## config.mk

```make
export PLATFORM = sky130hd
export DESIGN_NAME = rockets_pool_controller
export DESIGN_NICKNAME = d
export VERILOG_FILES = /design/src/rtl/rockets_pool_controller_pkg.sv /design/src/rtl/rockets_pool_controller_scan.sv /design/src/rtl/rockets_pool_controller.sv
export SDC_FILE = /design/constraint.sdc
export NUM_CORES = 1
export LEC_CHECK = 0
export CAP_MARGIN = 5
export CORE_MARGIN = 3
export CORE_UTILIZATION = 40
export DETAILED_ROUTE_END_ITERATION = 12
export PLACE_DENSITY = 0.76
export SLEW_MARGIN = 10
export SYNTH_ARGS = -nofsm -noshare
export SYNTH_HDL_FRONTEND = slang
export SYNTH_SLANG_ARGS = --single-unit
```

## constraint.sdc

```tcl
create_clock -name clk -period 3.8 [get_ports clk]
set_clock_uncertainty 0.05 [all_clocks]
set_input_delay 0.57 -clock clk [delete_from_list [all_inputs] [get_ports clk]]
set_output_delay 0.57 -clock clk [all_outputs]
set_load 0.02 [all_outputs]
```

## src/rtl/rockets_pool_controller_pkg.sv

```systemverilog
// Shared types, constants and helpers for the multi-rocket pool controller.
// Imported by the scan sub-module and the pool top level.
package rockets_pkg;

  typedef logic signed [10:0] coord_t;

  typedef enum logic {
    IDLE = 1'b0,
    SCAN = 1'b1
  } scan_state_t;

  localparam coord_t PLAYER_FIRE_SPEED = -11'sd128;

  localparam coord_t SPEEDS [4] = '{
    11'sd32, 11'sd64, 11'sd128, 11'sd256
  };

  // mask bit set = slot busy; result = {found, lowest free index}
  function automatic logic [3:0] first_free(
    input logic [7:0] mask
  );
    logic [3:0] r;
    r = '0;
    for (int i = 7; i >= 0; i--) begin
      if (!mask[i]) r = {1'b1, 3'(i)};
    end
    return r;
  endfunction

endpackage

```

## src/rtl/rockets_pool_controller_scan.sv

```systemverilog
// Alien shooter search: walks the grid bottom-up, column by column,
// from a random start column until a live cell or a full sweep.
module alien_shooter_scan
  import rockets_pkg::*;
#(
  parameter int GRID_COLS = 14,
  parameter int GRID_ROWS = 6
) (
  input  logic       clk,
  input  logic       resetN,
  input  logic       i_start,
  input  logic       i_alive,
  input  logic       i_hold,
  input  logic [3:0] i_rand_col,
  output logic [3:0] o_col,
  output logic [2:0] o_row,
  output logic       o_busy,
  output logic       o_found
);

  localparam int NCELLS = GRID_COLS * GRID_ROWS;
  localparam int VW     = $clog2(NCELLS + 1);
  localparam logic [3:0]    COL_LAST = 4'(GRID_COLS - 1);
  localparam logic [2:0]    ROW_LAST = 3'(GRID_ROWS - 1);
  localparam logic [VW-1:0] VIS_LAST = VW'(NCELLS - 1);

  scan_state_t   r_state, w_state_n;
  logic [3:0]    r_col, w_col_n;
  logic [2:0]    r_row, w_row_n;
  logic [VW-1:0] r_vis, w_vis_n;

  always_ff @(posedge clk) begin
    if (!resetN) begin
      r_state <= IDLE;
      r_col   <= '0;
      r_row   <= '0;
      r_vis   <= '0;
    end else begin
      r_state <= w_state_n;
      r_col   <= w_col_n;
      r_row   <= w_row_n;
      r_vis   <= w_vis_n;
    end
  end

  always_comb begin
    w_state_n = r_state;
    w_col_n   = r_col;
    w_row_n   = r_row;
    w_vis_n   = r_vis;
    unique case (r_state)
      IDLE: begin
        if (i_start) begin
          w_state_n = SCAN;
          w_col_n   = (i_rand_col <= COL_LAST) ? i_rand_col : '0;
          w_row_n   = ROW_LAST;
          w_vis_n   = '0;
        end
      end
      SCAN: begin
        if (i_alive) begin
          // a held shooter keeps its cell until the port frees up
          if (!i_hold) w_state_n = IDLE;
        end else if (r_vis == VIS_LAST) begin
          w_state_n = IDLE;
        end else begin
          w_vis_n = r_vis + 1'b1;
          if (r_row != '0) begin
            w_row_n = r_row - 1'b1;
          end else begin
            w_row_n = ROW_LAST;
            w_col_n = (r_col == COL_LAST) ? '0 : r_col + 1'b1;
          end
        end
      end
      default: w_state_n = IDLE;
    endcase
  end

  assign o_col   = r_col;
  assign o_row   = r_row;
  assign o_busy  = (r_state == SCAN);
  assign o_found = (r_state == SCAN) && i_alive && !i_hold;

endmodule

```

## src/rtl/rockets_pool_controller.sv

```systemverilog
// Rocket slot pool: allocates player/alien slots, arbitrates the single
// launch port (player first), applies fire cooldown and slot kills.
module rockets_pool_controller
  import rockets_pkg::*;
#(
  parameter int NUM_PLAYER_ROCKETS   = 2,
  parameter int NUM_ALIEN_ROCKETS    = 4,
  parameter int GRID_COLS            = 14,
  parameter int GRID_ROWS            = 6,
  parameter int CELL_SIZE            = 32,
  parameter int PLAYER_MUZZLE_X      = 32,
  parameter int FIRE_COOLDOWN_FRAMES = 8
) (
  input  logic                          clk,
  input  logic                          resetN,
  input  logic                          startOfFrame,
  input  logic                          player1Fire,
  input  logic                          shootPulse,
  input  logic [1:0]                    randSpeed,
  input  logic [3:0]                    randCol,
  input  logic signed [10:0]            PlayerTLX,
  input  logic signed [10:0]            PlayerTLY,
  input  logic signed [10:0]            aliensTLX,
  input  logic signed [10:0]            aliensTLY,
  input  logic [1:0]                    alien_data,
  input  logic [NUM_PLAYER_ROCKETS-1:0] playerRocketKill,
  input  logic [NUM_ALIEN_ROCKETS-1:0]  alienRocketKill,
  output logic [NUM_PLAYER_ROCKETS-1:0] isActivePlayers,
  output logic [NUM_ALIEN_ROCKETS-1:0]  isActiveAliens,
  output logic                          launchValid,
  output logic                          launchIsAlien,
  output logic [2:0]                    launchSlot,
  output logic signed [10:0]            initialSpeed,
  output logic signed [10:0]            initialX,
  output logic signed [10:0]            initialY,
  output logic [3:0]                    colIdx,
  output logic [2:0]                    rowIdx,
  output logic                          scanBusy
);

  localparam int NP  = NUM_PLAYER_ROCKETS;
  localparam int NA  = NUM_ALIEN_ROCKETS;
  localparam int CDW = (FIRE_COOLDOWN_FRAMES > 0) ?
                       $clog2(FIRE_COOLDOWN_FRAMES + 1) : 1;
  localparam logic [CDW-1:0] COOL_LOAD = CDW'(FIRE_COOLDOWN_FRAMES);
  localparam logic [NP-1:0]  P_ONE = 1;
  localparam logic [NA-1:0]  A_ONE = 1;
  localparam coord_t MUZZLE = 11'(PLAYER_MUZZLE_X);
  localparam coord_t HALF   = 11'(CELL_SIZE / 2);

  logic [CDW-1:0] r_cool;
  logic [7:0]     w_pmask, w_amask;
  logic [3:0]     w_pff, w_aff;
  logic [NP-1:0]  w_pact_n;
  logic [NA-1:0]  w_aact_n;
  logic           w_player_go, w_alien_go, w_scan_start;
  logic [3:0]     w_col;
  logic [2:0]     w_row;
  logic [10:0]    w_col_off, w_row_off;
  coord_t         w_px, w_ax, w_ay;
  logic           w_unused;

  assign w_unused = alien_data[0];

  always_comb begin
    w_pmask = '1;
    w_amask = '1;
    w_pmask[NP-1:0] = isActivePlayers;
    w_amask[NA-1:0] = isActiveAliens;
  end

  assign w_pff = first_free(w_pmask);
  assign w_aff = first_free(w_amask);

  assign w_player_go  = player1Fire && w_pff[3] && (r_cool == '0);
  assign w_scan_start = shootPulse && w_aff[3];

  alien_shooter_scan #(
    .GRID_COLS (GRID_COLS),
    .GRID_ROWS (GRID_ROWS)
  ) u_scan (
    .clk        (clk),
    .resetN     (resetN),
    .i_start    (w_scan_start),
    .i_alive    (alien_data[1]),
    .i_hold     (w_player_go),
    .i_rand_col (randCol),
    .o_col      (w_col),
    .o_row      (w_row),
    .o_busy     (scanBusy),
    .o_found    (w_alien_go)
  );

  assign colIdx = w_col;
  assign rowIdx = w_row;

  assign w_col_off = 11'(CELL_SIZE) * 11'(w_col);
  assign w_row_off = 11'(CELL_SIZE) * (11'(w_row) + 11'd1);
  assign w_px = PlayerTLX + MUZZLE;
  assign w_ax = aliensTLX + $signed(w_col_off) + HALF;
  assign w_ay = aliensTLY + $signed(w_row_off);

  // launches only pick slots idle now, so kill and set never collide
  always_comb begin
    w_pact_n = isActivePlayers & ~playerRocketKill;
    w_aact_n = isActiveAliens & ~alienRocketKill;
    if (w_player_go) w_pact_n = w_pact_n | (P_ONE << w_pff[2:0]);
    if (w_alien_go)  w_aact_n = w_aact_n | (A_ONE << w_aff[2:0]);
  end

  always_ff @(posedge clk) begin
    if (!resetN) begin
      isActivePlayers <= '0;
      isActiveAliens  <= '0;
      launchValid     <= 1'b0;
      launchIsAlien   <= 1'b0;
      launchSlot      <= '0;
      initialSpeed    <= '0;
      initialX        <= '0;
      initialY        <= '0;
      r_cool          <= '0;
    end else begin
      isActivePlayers <= w_pact_n;
      isActiveAliens  <= w_aact_n;
      launchValid     <= w_player_go | w_alien_go;
      if (w_player_go) begin
        launchIsAlien <= 1'b0;
        launchSlot    <= w_pff[2:0];
        initialSpeed  <= PLAYER_FIRE_SPEED;
        initialX      <= w_px;
        initialY      <= PlayerTLY;
      end else if (w_alien_go) begin
        launchIsAlien <= 1'b1;
        launchSlot    <= w_aff[2:0];
        initialSpeed  <= SPEEDS[randSpeed];
        initialX      <= w_ax;
        initialY      <= w_ay;
      end
      if (w_player_go)
        r_cool <= COOL_LOAD;
      else if (startOfFrame && r_cool != '0)
        r_cool <= r_cool - 1'b1;
    end
  end

endmodule

```

# [Word level (Yosys, flattened, before mapping)]
# Cells that the tools add are included.
[totals] ff_bits=63 input_bits=63 out_inout_bits=52 elab_cells=101
[op_classes] n_addsub=9 n_lt_le_gt_ge=2 n_eq_ne=6 n_shift=2 mux=42 bitwise=10 reduce_logical=15
[ops] cell="2-to-1 mux 11 bit" n=8
[ops] cell="2-to-1 mux 4 bit" n=15
[ops] cell="adder 11 x 10 -> 11 bit" n=2
[ops] cell="binary-select mux 11 bit (select 2 bit)" n=1
[ops] cell="2-to-1 mux 7 bit" n=3
[ops] cell="2-to-1 mux 3 bit" n=6
[ops] cell="case mux 7 bit (2 select lines)" n=1
[ops] cell="adder 11 x 6 -> 11 bit, second input constant" n=1
[ops] cell="adder 11 x 7 -> 11 bit, second input constant" n=1
[ops] cell="case mux 4 bit (2 select lines)" n=1
[ops] cell="adder 7 x 1 -> 7 bit, second input constant" n=1
[ops] cell="== test 7 bit, second input constant" n=1
[ops] cell="logical AND 1 bit" n=6
[ops] cell="!= test 2 bit, second input constant" n=3
[ops] cell="case mux 3 bit (2 select lines)" n=1
[ops] cell="adder 3 x 1 -> 4 bit, second input constant" n=1
[ops] cell="adder 4 x 1 -> 4 bit, second input constant" n=1
[ops] cell="AND 4 bit" n=1
[ops] cell="== test 4 bit, second input constant" n=1
[ops] cell="less-or-equal comparator 4 bit, second input constant" n=1
[ops] cell="zero test 4 bit" n=1
[ops] cell="2-to-1 mux 1 bit" n=4
[ops] cell="NOT 4 bit" n=1
[ops] cell="bitwise OR 4 bit" n=1
[ops] cell="other kinds (21)" n=23

# [Depth between registers and ports, before layout]
[logic_depth] depth_word=8 ltp_mapped=8 depth_no_buf=8

# [Modules after synthesis]
# Synthesis repeated with hierarchy kept, for this count alone.
[unflattened] hier_cells=369 hier_area_um2=3210.6
[modules_own_cells] mod="rockets_pool_controller" instances=1 cells_per_inst=270 area_each_um2=2396.0 seq_area_each_um2=820.8
[modules_own_cells] mod="alien_shooter_scan" instances=1 cells_per_inst=99 area_each_um2=814.5 seq_area_each_um2=300.3

# [Worst setup path after synthesis]
# OpenSTA, ideal clock, no wires.
[synth_timing] path_type="register -> register" startpoint="register u_scan.r_row[0] (netlist: u_scan.o_row[0])" endpoint="register initialY[10]" setup_ns=0.132 arrival_time_ns=1.988 required_ns=3.618 setup_slack_ns=1.630 stages_incl_launch_ff=9 path_buffers=0 period_less_slack_ns=2.170 path_cell_list="dfxtp_1 > inv_1 > ha_1 > ha_1 > a21o_1 > a221o_1 > xor2_1 > o21ai_0 > a21oi_1"
[synth_between] elab_chain_cells=4
[synth_rtl] element="from (decl)" line="rockets_pool_controller_scan.sv:29" rtl="logic [2:0] r_row, w_row_n;"
[synth_rtl] element="from (signal assigned)" line="rockets_pool_controller_scan.sv:41" rtl="r_row <= w_row_n;"
[synth_rtl] element="adder 3 x 1 -> 4 bit" line="rockets_pool_controller.sv:98" rtl="assign w_row_off = 11'(CELL_SIZE) * (11'(w_row) + 11'd1);"
[synth_rtl] element="adder 11 x 10 -> 11 bit" line="rockets_pool_controller.sv:101" rtl="assign w_ay = aliensTLY + $signed(w_row_off);"
[synth_rtl] element="2-to-1 mux 11 bit" line="rockets_pool_controller.sv:132" rtl="end else if (w_alien_go) begin"
[synth_rtl] element="2-to-1 mux 11 bit" line="rockets_pool_controller.sv:126" rtl="if (w_player_go) begin"
[synth_rtl] element="to (signal assigned)" line="rockets_pool_controller.sv:131" rtl="initialY <= PlayerTLY;"
[synth_rtl] element="to (signal assigned)" line="rockets_pool_controller.sv:137" rtl="initialY <= w_ay;"
[synth_rtl] element="to (decl)" line="rockets_pool_controller.sv:35" rtl="output logic signed [10:0] initialY,"
# No other way between the ends. The select of a mux whose other input is x is not followed.
# A chain may end at the register's enable or synchronous reset.

# [Final worst setup path]
[layout_timing] startpoint="input port aliensTLX[4]" endpoint="register initialX[10]"
[layout_between] elab_chain_cells=4
[layout_rtl] element="from (decl)" line="rockets_pool_controller.sv:23" rtl="input logic signed [10:0] aliensTLX,"
[layout_rtl] element="adder 11 x 10 -> 11 bit" line="rockets_pool_controller.sv:100" rtl="assign w_ax = aliensTLX + $signed(w_col_off) + HALF;"
[layout_rtl] element="adder 11 x 6 -> 11 bit" line="rockets_pool_controller.sv:100"
[layout_rtl] element="2-to-1 mux 11 bit" line="rockets_pool_controller.sv:132"
[layout_rtl] element="2-to-1 mux 11 bit" line="rockets_pool_controller.sv:126"
[layout_rtl] element="to (signal assigned)" line="rockets_pool_controller.sv:130" rtl="initialX <= w_px;"
[layout_rtl] element="to (signal assigned)" line="rockets_pool_controller.sv:136" rtl="initialX <= w_ax;"
[layout_rtl] element="to (decl)" line="rockets_pool_controller.sv:34" rtl="output logic signed [10:0] initialX,"
# No other way between the ends. The select of a mux whose other input is x is not followed.

==> impl_metrics.env <==
export IMPL_route_detailed_drc=0
export IMPL_numClockSinks=56
export IMPL_rows=31
export IMPL_ys_seq_area_share_pct=36.3
export IMPL_cp_required_ps=3980
export IMPL_area_growth_pct=39.3
export IMPL_io_buffers=107
export IMPL_setup_viol=0
export IMPL_wl_um=8430
export IMPL_tightest_slew_ps=646
export IMPL_layout_worst_path_cycle_share_pct=63.5
export IMPL_post_cts_resized=0
export IMPL_num_vias=3065
export IMPL_cap_violations=0
export IMPL_clkTransAtPathRegs_ps=110
export IMPL_arrival_ps=2590
export IMPL_critPathMaxFanout=3
export IMPL_max_slew_margin_rel_pct=56.8
export IMPL_crit_slowest_cell="clkdlybuf4s50_1"
export IMPL_clockBufferDepth=2
export IMPL_htree_levels=2
export IMPL_coreArea_sq_um=7370
export IMPL_max_vdd_ir_drop_v=0.000228
export IMPL_die_x_um=93.9
export IMPL_syn_area_sq_um=3090
export IMPL_gp_congestion=0.841
export IMPL_rsz0062_at_grt="no"
export IMPL_initialDrtViolationCount=82
export IMPL_final_hold_violation_count=0
export IMPL_setup_tns_final_ps=0
export IMPL_clk_latency_ps=310
export IMPL_final_util_pct=58.4
export IMPL_via_per_inst=5.31
export IMPL_cp_num_buf_inv=2
export IMPL_wire_per_inst_um=14.6
export IMPL_stdcell_area_sq_um=4300
export IMPL_status="finished, final reports clean"
export IMPL_antenna_found_initial=0
export IMPL_cts_root_buf="clkbuf_8"
export IMPL_fp_dieArea_sq_um=8810
export IMPL_synth_edf_count=0
export IMPL_cts_buffers=5
export IMPL_ios=115
export IMPL_min_period_ps=2410
export IMPL_overflow=0
export IMPL_initial_core_util_pct=41.9
export IMPL_grt_pass1_wl_um=13500
export IMPL_syn_avg_cell_area_sq_um=8.21
export IMPL_synth_warnings=0
export IMPL_cts_tree="yes"
export IMPL_ys_flop_type="dfxtp_1"
export IMPL_drt_pass1_iter_count=4
export IMPL_synthArstFlopShare_pct=0
export IMPL_crit_chain="clkdlybuf4s50_1 -> inv_1 -> fa_1 -> nor2b_1 -> o2111ai_1 -> a31o_2 -> a31o_2 -> o22ai_1"
export IMPL_cts_hold_fix_buffers=0
export IMPL_grt_pass1_vias=2857
export IMPL_synthCells=376
export IMPL_finalNetCount=557
export IMPL_dp_hpwl_um=6290
export IMPL_p_leak_nw=1.59
export IMPL_fmax_mhz=414
export IMPL_post_cts_buffers=0
export IMPL_netlist_cell_type_count=58
export IMPL_cp_end_kind="flop"
export IMPL_cp_top_family="compound AO/OA/AOI/OAI gates"
export IMPL_critPathKind="in -> reg"
export IMPL_max_stage_delay_ps=520
export IMPL_whs_ps=430
export IMPL_grt_max_degree=25
export IMPL_finalMaxSlewViolations=0
export IMPL_place_area_sq_um=4200
export IMPL_worstSetupStartpointType="input pin"
export IMPL_die_h_um=93.9
export IMPL_ys_ff_latch=56
export IMPL_ant_nets=0
export IMPL_hold_class="reg -> reg"
export IMPL_grt_total_usage_pct=18.8
export IMPL_cpMostUsedCell="a31o_2"
export IMPL_p_per_area_nw_per_um2=551
export IMPL_drive_above_1_share_pct=4.81
export IMPL_antenna_cells=0
[per-stage QoR]
| stage | worst slack, ps | total power, mW | instances |
|---|---|---|---|
| 6_report | 1390 | 2.37 | 577 |
| 5_1_grt | 1280 | 2.53 | 577 |
| 4_1_cts | 1390 | 2.39 | 577 |
| 3_5_place_dp | 1080 | 2.03 | 569 |
| 3_3_place_gp | 1110 | 2.00 | 569 |
| 2_1_floorplan | 1630 | 1.57 | 381 |
[logic make-up (layout without fill, tap and decap cells)]
kind of cell | Yosys count | in the layout | synth area share [%]
AOI/OAI and AO/OA | 95 | 95 | 20.3
adders and majority gates | 17 | 17 | 7.37
DFF | 56 | 56 | 36.3
other | 1 | 6 | 0.121
buffers and inverters | 38 | 135 | 6.32
xor gates and xnor gates | 16 | 16 | 4.54
muxes | 4 | 4 | 1.38
and+or+nand+nor | 149 | 149 | 23.7
[synth_stat cells (all sizes together), types with 2 or more instances]
cell | number | area [sq um]
a211oi | 3 | 22.5
a21boi | 2 | 15.0
a21o | 3 | 22.5
a21oi | 36 | 184
a221oi | 3 | 26.3
a22oi | 2 | 15.0
a311oi | 11 | 96.3
a31o | 2 | 17.5
a31oi | 4 | 25.0
and2 | 2 | 12.5
and3 | 3 | 18.8
buf | 18 | 120
clkbuf | 6 | 22.5
dfxtp | 56 | 1120
fa | 2 | 40.0
ha | 15 | 188
inv | 13 | 48.8
mux2 | 2 | 22.5
mux2i | 2 | 20.0
nand2 | 57 | 221
nand2b | 3 | 18.8
nand3 | 12 | 60.1
nand3b | 2 | 15.0
nand4 | 4 | 25.0
nor2 | 40 | 150
nor2b | 5 | 33.8
nor3 | 6 | 30.0
nor3b | 5 | 37.5
o211ai | 4 | 30.0
o21a | 2 | 15.0
o21ai | 12 | 60.1
o22ai | 2 | 12.5
o311ai | 2 | 17.5
or3 | 3 | 18.8
xnor2 | 11 | 96.3
xor2 | 5 | 43.8
[worst min-delay path: cells and delay by family, from the launching register on]
kind | cells | cell delay [ps]
DFF | 1 | 330
AOI/OAI and AO/OA | 1 | 50
and+or+nand+nor | 1 | 50
[routing by layer]
layer  GRT usage, %  wire length [um]  up-vias
met5              0                 0        -
met4           4.69                61        0
met3           3.13               582        6
met2           33.2              4100      118
met1           23.8              3680     1412
li1               -                 -     1529
[final timing paths]
kind / start / endpoint / slack (ps) / depth (start not counted)
min: initialSpeed[9]$_SDFFE_PN0P_ / initialSpeed[9]$_SDFFE_PN0P_ / 430 / 2
min reg2reg: initialSpeed[9]$_SDFFE_PN0P_ / initialSpeed[9]$_SDFFE_PN0P_ / 430 / 2
max reg2reg: u_scan.o_row[0]$_SDFFE_PN0P_ / initialY[10]$_SDFFE_PN0P_ / 1640 / 8
max: aliensTLX[4] / initialX[10]$_SDFFE_PN0P_ / 1390 / 8
[cell usage in the layout, fill, tap and decap left out, types with 5 or more instances in the layout]
cell,n
a21oi_1,35
a311oi_1,11
buf_4,6
clkbuf_8,6
clkdlybuf4s50_1,107
conb_1,6
dfxtp_1,56
ha_1,15
inv_1,13
nand2_1,56
nand3_1,12
nor2_1,40
nor3_1,6
nor3b_1,5
o21ai_0,12
xnor2_1,11
xor2_1,5
[where the power goes]
part           internal, mW  total (mW)  switching (mW)
registers             0.745       0.853           0.108
clock network         0.150       0.355           0.205
logic                 0.539        1.16           0.621
total                  1.43        2.37           0.934
[state kept, by name, summed over array words and instances, names as in the netlist]
signal,flops
isActivePlayers,2
u_scan.o_row,3
launchSlot,2
isActiveAliens,4
r_cool,4
initialY,11
initialX,11
initialSpeed,5
u_scan.o_busy,1
launchValid,1
u_scan.o_col,4
u_scan.r_vis,7
launchIsAlien,1
[layout make-up]
| class | count | area [sq um] |
|---|---|---|
| multi-input combinational | 287 | 1790 |
| timing repair buffer | 113 | 1120 |
| sequential | 56 | 1120 |
| inverter | 14 | 52.6 |
| tap | 99 | 124 |
| fill | 665 | 3070 |
| clock inverter | 2 | 13.8 |
| clock buffer | 6 | 82.6 |
Note: power is estimated with default switching activity, not from simulation.
